==> config.mk <==
export PLATFORM = sky130hd
export DESIGN_NAME = pattern_scan_engine
export DESIGN_NICKNAME = d
export VERILOG_FILES = /design/src/rtl/pattern_scan_engine.sv
export SDC_FILE = /design/constraint.sdc
export NUM_CORES = 1
export LEC_CHECK = 0
export BUFFER_PORTS_ARGS = -buffer_cell sky130_fd_sc_hd__clkbuf_2
export CORE_MARGIN = 1.5
export CORE_UTILIZATION = 60
export DETAILED_ROUTE_END_ITERATION = 6
export GPL_TIMING_DRIVEN = 0
export PLACE_DENSITY = 0.8
export SLEW_MARGIN = 20
export SYNTH_ARGS = -nofsm -noshare
export SYNTH_HDL_FRONTEND = slang
export SYNTH_SLANG_ARGS = --single-unit
==> constraint.sdc <==
create_clock -name clk -period 5 [get_ports clk]
set_input_delay 1 -clock clk [delete_from_list [all_inputs] [get_ports clk]]
set_output_delay 1 -clock clk [all_outputs]
set_load 0.005 [all_outputs]
==> src/rtl/pattern_scan_engine.sv <==
// Scans an NBYTES message in data memory for a 5-bit pattern and writes three
// match counts (byte-aligned fields, bytes with any hit, full bit-stream windows).
module pattern_scan_engine #(
  parameter int unsigned NBYTES   = 32,
  parameter int unsigned PAT_ADDR = 32,
  parameter int unsigned RES_ADDR = 33
) (
  input  logic       clk,
  input  logic       reset,
  input  logic       start,
  output logic       ack,
  output logic [7:0] mem_addr,
  output logic       mem_wr_en,
  output logic [7:0] mem_wr_data,
  input  logic [7:0] mem_rd_data
);

  typedef enum logic [2:0] {
    IDLE, RD_PAT, LD_PAT, SCAN, WR_B, WR_O, WR_S, DONE
  } state_t;

  state_t      state_q, state_d;
  logic [4:0]  pat_q, pat_d;
  logic [7:0]  idx_q, idx_d;
  logic [7:0]  ctb_q, ctb_d;
  logic [7:0]  cto_q, cto_d;
  logic [7:0]  cts_q, cts_d;
  logic [3:0]  prev_q, prev_d;

  logic [11:0] win;
  logic [7:0]  win_m;
  logic [3:0]  byte_hits;
  logic [3:0]  win_hits;
  logic        last_byte;

  // Windows 0..3 lie wholly inside the current byte; 4..7 straddle the previous one.
  always_comb begin
    win       = {prev_q, mem_rd_data};
    byte_hits = '0;
    win_hits  = '0;
    for (int unsigned j = 0; j < 8; j++) begin
      win_m[j] = (win[j+4 -: 5] == pat_q);
      win_hits = win_hits + {3'b000, win_m[j]};
      if (j < 4) byte_hits = byte_hits + {3'b000, win_m[j]};
    end
  end

  assign last_byte = (idx_q == 8'(NBYTES - 1));

  always_comb begin
    state_d     = state_q;
    pat_d       = pat_q;
    idx_d       = idx_q;
    ctb_d       = ctb_q;
    cto_d       = cto_q;
    cts_d       = cts_q;
    prev_d      = prev_q;
    ack         = 1'b0;
    mem_addr    = '0;
    mem_wr_en   = 1'b0;
    mem_wr_data = '0;
    case (state_q)
      IDLE: begin
        if (start) state_d = RD_PAT;
      end
      RD_PAT: begin
        mem_addr = 8'(PAT_ADDR);
        state_d  = LD_PAT;
      end
      LD_PAT: begin
        pat_d   = mem_rd_data[4:0];
        ctb_d   = '0;
        cto_d   = '0;
        cts_d   = '0;
        idx_d   = '0;
        prev_d  = '0;
        state_d = SCAN;
      end
      SCAN: begin
        // Next-byte address is parked at 0 on the final byte to stay in range.
        mem_addr = last_byte ? 8'd0 : idx_q + 8'd1;
        ctb_d    = ctb_q + {4'b0000, byte_hits};
        cto_d    = cto_q + {7'b0, |win_m[3:0]};
        cts_d    = cts_q + {4'b0000, (idx_q == 8'd0) ? byte_hits : win_hits};
        prev_d   = mem_rd_data[3:0];
        if (last_byte) state_d = WR_B;
        else           idx_d   = idx_q + 8'd1;
      end
      WR_B: begin
        mem_addr    = 8'(RES_ADDR);
        mem_wr_en   = 1'b1;
        mem_wr_data = ctb_q;
        state_d     = WR_O;
      end
      WR_O: begin
        mem_addr    = 8'(RES_ADDR + 1);
        mem_wr_en   = 1'b1;
        mem_wr_data = cto_q;
        state_d     = WR_S;
      end
      WR_S: begin
        mem_addr    = 8'(RES_ADDR + 2);
        mem_wr_en   = 1'b1;
        mem_wr_data = cts_q;
        state_d     = DONE;
      end
      DONE: begin
        ack = 1'b1;
        if (start) state_d = RD_PAT;
      end
      default: state_d = IDLE;
    endcase
  end

  always_ff @(posedge clk) begin
    if (reset) begin
      state_q <= IDLE;
      pat_q   <= '0;
      idx_q   <= '0;
      ctb_q   <= '0;
      cto_q   <= '0;
      cts_q   <= '0;
      prev_q  <= '0;
    end else begin
      state_q <= state_d;
      pat_q   <= pat_d;
      idx_q   <= idx_d;
      ctb_q   <= ctb_d;
      cto_q   <= cto_d;
      cts_q   <= cts_d;
      prev_q  <= prev_d;
    end
  end

endmodule
==> results.toml, run 1 <==
[floorplan]
die_w_microns = 77.3
initial_core_util_pct = 63.7
rows = 26
ioPinCount = 29
core_sq_um = 5200
die_h_microns = 77.3
dieArea_sq_um = 5980

[route]
routedWlPerCell_microns = 15.6
routed_wl_microns = 7990
drt_first_pass_iters = 5
drt-initial-drc-count = 202
via_per_inst = 5.87
vias = 3001
drc_errors = 0
ant_nets = 0

[clock_tree]
cts_setup_buffers = 0
htreeDepth = 2
cts.clk_slew.worst_paths_ps = 90
cts_tree = "yes"
cts_made_buffers = 5
cts_sinks = 44
clk_latency_ps = 310
clockBufferDepth = 2
root_buffer = "clkbuf_8"

[sta]
fin_crit_ps = 4810
relSlewSlack_pct = 61.6
drv_slew = 0
rsz0062_at_grt = "no"
hold_viol_final = 0
fin_crit_sh_pct = 96.3
setup_viol = 0
max_slew.worst_pin.slew_ps = 573
fin_ws_ps = 186
setup_tns_ps = 0
skew_ps = 9.91
fmax_ghz = 0.208

[setup_path]
r2r_start = "pat_q[0]"
crit_chain = "buf_2 -> xnor2_1 -> nand3_1 -> nor3_1 -> fa_1 -> ha_1 -> inv_1 -> fa_1 -> fa_1 -> nand2_1 -> o21ai_0 -> fa_1 -> nor2b_1 -> o21ai_0 -> a2111o_1 -> o311ai_0"
r2r_slack_ps = 550
ff2ff_path_depth = 16
required_ps = 5200
slowest_stage = "fa_1"
cp_common_cell = "fa_1"
critPathMaxStageDelay_ps = 490
path_class = "input pin to flip-flop"
crit_arrival_ps = 5020
worst-path-max-fanout = 6
crit_path_end_kind = "flip-flop"
reg2reg_to = "cts_q[4]"
cp-start-kind = "input pin"

[synth]
syn_inst = 411
synth_top_cells_by_count = "dfxtp_1 (44), nor2_1 (42), nand2_1 (35)"
synthTopCellsByArea = "dfxtp_1 (27%), xor2_1 (7.1%), xnor2_1 (6.9%), ha_1 (5.7%), nor2_1 (4.8%)"
synth_xor_area_share_pct = 14.0
synthSimpleGateAreaFrac_pct = 24.7
ys_seq_elements = 44
muxShareOfSynthArea_pct = 2.42
synth-edff-count = 0
seq_area_frac_synth_pct = 26.6
synth_area_leader_cell = "dfxtp_1"
syn_area_sq_um = 3310
synth_top_area_share_pct = 26.6
synth_compound_area_share_pct = 16.1
syn_nets = 443
post_synth.cell_area_avg_sq_um = 8.06
synthDistinctLibCells = 64
yosysMostFrequentCell = "dfxtp_1"
synthAdderAreaFrac_pct = 9.29
yosys_warnings = 0
ys.flop_type = "dfxtp_1"
ys_async_sr_fraction_pct = 0
synth_top_family_by_area = "simple AND/OR/NAND/NOR gates"

[power_and_ir_drop]
powerDensity_nw_per_um2 = 207
power.total_uw = 746
p_leak_uw = 0.00144
ir_drop_v = 0.000206

[job]
maxCapViolCount = 0

[placement]
placed_area_sq_um = 3510
pre_cts_ws_ps = -134
placed_cells = 503
dp.final_hpwl_microns = 5890
place_congestion = 0.878
portBuffers = 22

[global_routing]
grt_pass1_wl_microns = 13300
grt_pass1_vias = 2749
grt_util_all_layers_pct = 27.9
grt-ovfl-total = 0
antenna_found_initial = 0
grt_start_max_net_pins = 15

[hold_path]
hold_class = "flip-flop to flip-flop"
min_path_cells = 2
hp-start = "cts_q[2]"
min_to = "cts_q[2]"

[cells_and_area]
areaGrowthSynthToFinish_pct = 8.61
nets = 472
drive_gt1_share_pct = 15.9
fin_area_sq_um = 3600
stdcell_count = 511
num_antenna_cells = 0

[status]
outcome = "finished, final reports clean"
worst max-delay path by stage:
stage,depth (start not counted),from,end
final,16,mem_rd_data[4],cts_q[4]
after global routing,16,mem_rd_data[4],cts_q[4]
after floorplan,16,mem_rd_data[4],cts_q[4]
after detailed placement,16,mem_rd_data[4],cts_q[5]
after global placement,16,mem_rd_data[4],cts_q[5]
after CTS,16,mem_rd_data[4],cts_q[5]
layout make-up:
| class | count | area (sq um) |
|---|---|---|
| Timing Repair Buffer | 22 | 110 |
| Tap cell | 70 | 87.6 |
| Sequential cell | 44 | 881 |
| Inverter | 17 | 63.8 |
| Multi-Input combinational cell | 318 | 2200 |
| Buffer | 32 | 164 |
| Clock inverter | 3 | 18.8 |
| Clock buffer | 5 | 68.8 |
| Fill cell | 443 | 1610 |
power by group:
group	internal [uW]	switching, uW
sequential	356	4.51
clock	97.6	133
combinational	58.5	96.9
stage by stage:
step / hold slack, ps / utilization, %
2_1_floorplan: 449 / -
3_3_place_gp: 467 / 67.5
3_5_place_dp: 470 / 67.5
4_1_cts: 497 / 69.1
5_1_grt: 521 / 69.1
6_report: 497 / 69.1
cell usage in the layout (no fill, tap or decap), drive strengths merged, types with 4 or more instances in the layout:
master,n
mux2i,8
nand3,18
buf,25
and2,8
ha,15
a22oi,10
nand2,35
inv,17
a21oi,22
clkbuf,34
nor3b,4
xnor2,26
a211oi,4
nor3,11
fa,6
xor2,27
dfxtp,44
o21ai,19
nor2,43
nor2b,6
nand2b,5
nand4,6
state kept, by name (all words and copies together), names as in the netlist:
| name | cells |
|---|---|
| ctb_q | 8 |
| cts_q | 8 |
| state_q | 3 |
| pat_q | 5 |
| idx_q | 8 |
| cto_q | 8 |
| prev_q | 4 |
layer usage:
layer  wire length [microns]  vias to the layer above  track usage, %
li1                        -                     1476               -
met2                    3670                      121            44.0
met1                    3630                     1385            38.6
met5                       0                        -               0
met3                     541                       19            5.12
met4                     153                        0            8.73
critical path, delay by kind of cell:
kind                       cells  cell delay, ps
buffers and inverters          2             240
and+or+nand+nor                4             640
adders and majority gates      5            2220
AOI/OAI and AO/OA              4             750
xor gates and xnor gates       1             170
repair_timing:
item / in CTS / in global routing
resized for setup: 0 / 1
endpoints found under the setup margin: 0 / 2
hold buffers: 0 / 0
cells by family after synthesis:
group / count (synthesis)
DFF: 44
and+or+nand+nor: 155
muxes: 8
xor gates and xnor gates: 53
buffers and inverters: 49
adders and majority gates: 21
AOI/OAI and AO/OA: 81
(Power assumes the default switching activity.)
==> run 2, diff against run 1 <==
CORE_ASPECT_RATIO = 1.2   (was default)
==> results.toml, run 2 (same netlist as run 1, synthesis figures left out) <==
[sta]
relSlewSlack_pct = 63.6
skew_ps = 7.88
fin_crit_ps = 4820
fin_ws_ps = 180
hold_viol_final = 0
fin_crit_sh_pct = 96.4
setup_tns_ps = 0
fmax_ghz = 0.207
max_slew.worst_pin.slew_ps = 547
setup_viol = 0
fin_hold_ws_ps = 488
drv_slew = 0
rsz0062_at_grt = "no"

[route]
routedWlPerCell_microns = 15.7
drt_first_pass_iters = 5
via_per_inst = 5.90
drc_errors = 0
routed_wl_microns = 7910
ant_nets = 0
drt-initial-drc-count = 165
vias = 2970

[clock_tree]
cts_made_buffers = 5
root_buffer = "clkbuf_8"
htreeDepth = 2
cts_tree = "yes"
cts.clk_slew.worst_paths_ps = 80
cts_hold_buf = 0
cts_sinks = 44
clk_latency_ps = 290
clockBufferDepth = 2
cts_setup_buffers = 0
cts_resized = 0

[placement]
pre_cts_ws_ps = -108
portBuffers = 22
dp.final_hpwl_microns = 5900
placed_cells = 495
place_congestion = 0.898

[setup_path]
cp-start-kind = "input pin"
required_ps = 5220
path_class = "input pin to flip-flop"
cp-startpoint = "mem_rd_data[4]"
crit_arrival_ps = 5040
worst-path-max-fanout = 6
r2r_start = "pat_q[2]"
crit_path_end_kind = "flip-flop"

[floorplan]
dieArea_sq_um = 5980
ioPinCount = 29
rows = 29
core_sq_um = 5300
die_w_microns = 70.8
die_h_microns = 84.4
initial_core_util_pct = 62.5

[hold_path]
hold_class = "flip-flop to flip-flop"
hp-start = "cts_q[2]"

[global_routing]
grt-ovfl-total = 0
grt_util_all_layers_pct = 27.5
grt_start_max_net_pins = 13
grt_pass1_wl_microns = 13300
antenna_found_initial = 0
grt_pass1_vias = 2836

[status]
outcome = "finished, final reports clean"

[job]
maxCapViolCount = 0

[cells_and_area]
num_antenna_cells = 0
final_common_cell = "dfxtp_1"
drive_gt1_share_pct = 15.4
nets = 472
areaGrowthSynthToFinish_pct = 8.38
fin_util_pct = 67.8
layout_common_cells = "dfxtp_1 (44), nor2_1 (42), nand2_1 (35), xor2_1 (27), xnor2_1 (26)"
stdcell_count = 503
num-fill-cells = 457

[power_and_ir_drop]
p_leak_uw = 0.00144
ir_drop_v = 0.000161
powerDensity_nw_per_um2 = 208
-- run 2: changes by cell type in the layout (fill, tap and decap cells not counted), sizes merged --
cell    change
clkbuf      +3
clkinv      -3
-- run 2: final timing paths --
check                           cells past startpoint       end  slack [ps]
worst max-delay path                               16  cts_q[5]         180
worst min-delay path                                2  cts_q[2]         490
worst max register to register                     16  cts_q[5]         570
worst min register to register                      2  cts_q[2]         490
-- run 2: stage by stage --
step	instance area, sq um	power, uW
2_1_floorplan	3310	483
3_3_place_gp	3500	519
3_5_place_dp	3500	522
4_1_cts	3590	752
5_1_grt	3590	779
6_report	3590	747
-- run 2: report_power, final --
| group | switching, uW | internal [uW] |
|---|---|---|
| clock network | 119 | 113 |
| registers | 4.43 | 356 |
| logic | 96.5 | 58.2 |
| total | 220 | 527 |
-- run 2: final cells by class --
class,instances,area [sq um],area share [%]
buffer,32,164,4.56
clock buffer,8,90.1,2.51
inverter,17,63.8,1.78
multi-input combinational,318,2200,61.4
sequential,44,881,24.5
tap,62,77.6,2.16
timing repair buffer,22,110,3.07
-- run 2: critical path, cell delays in order --
cell and delay, ps:
buf_2 160, xnor2_1 160, nand3_1 80, nor3_1 340, fa_1 480, ha_1 340
inv_1 70, fa_1 450, fa_1 500, nand2_1 60, o21a_1 110, ha_1 280
a211oi_1 290, o21ai_0 280, a31o_2 310, a21oi_1 120
-- run 2: metal layers --
layer | part of all wire, % | wire length [microns] | global-route usage (%)
met1 | 45 | 3530 | 34.9
met2 | 49 | 3910 | 48.1
met3 | 4.4 | 348 | 3.48
met4 | 1.6 | 125 | 9.09
met5 | 0 | 0 | 0
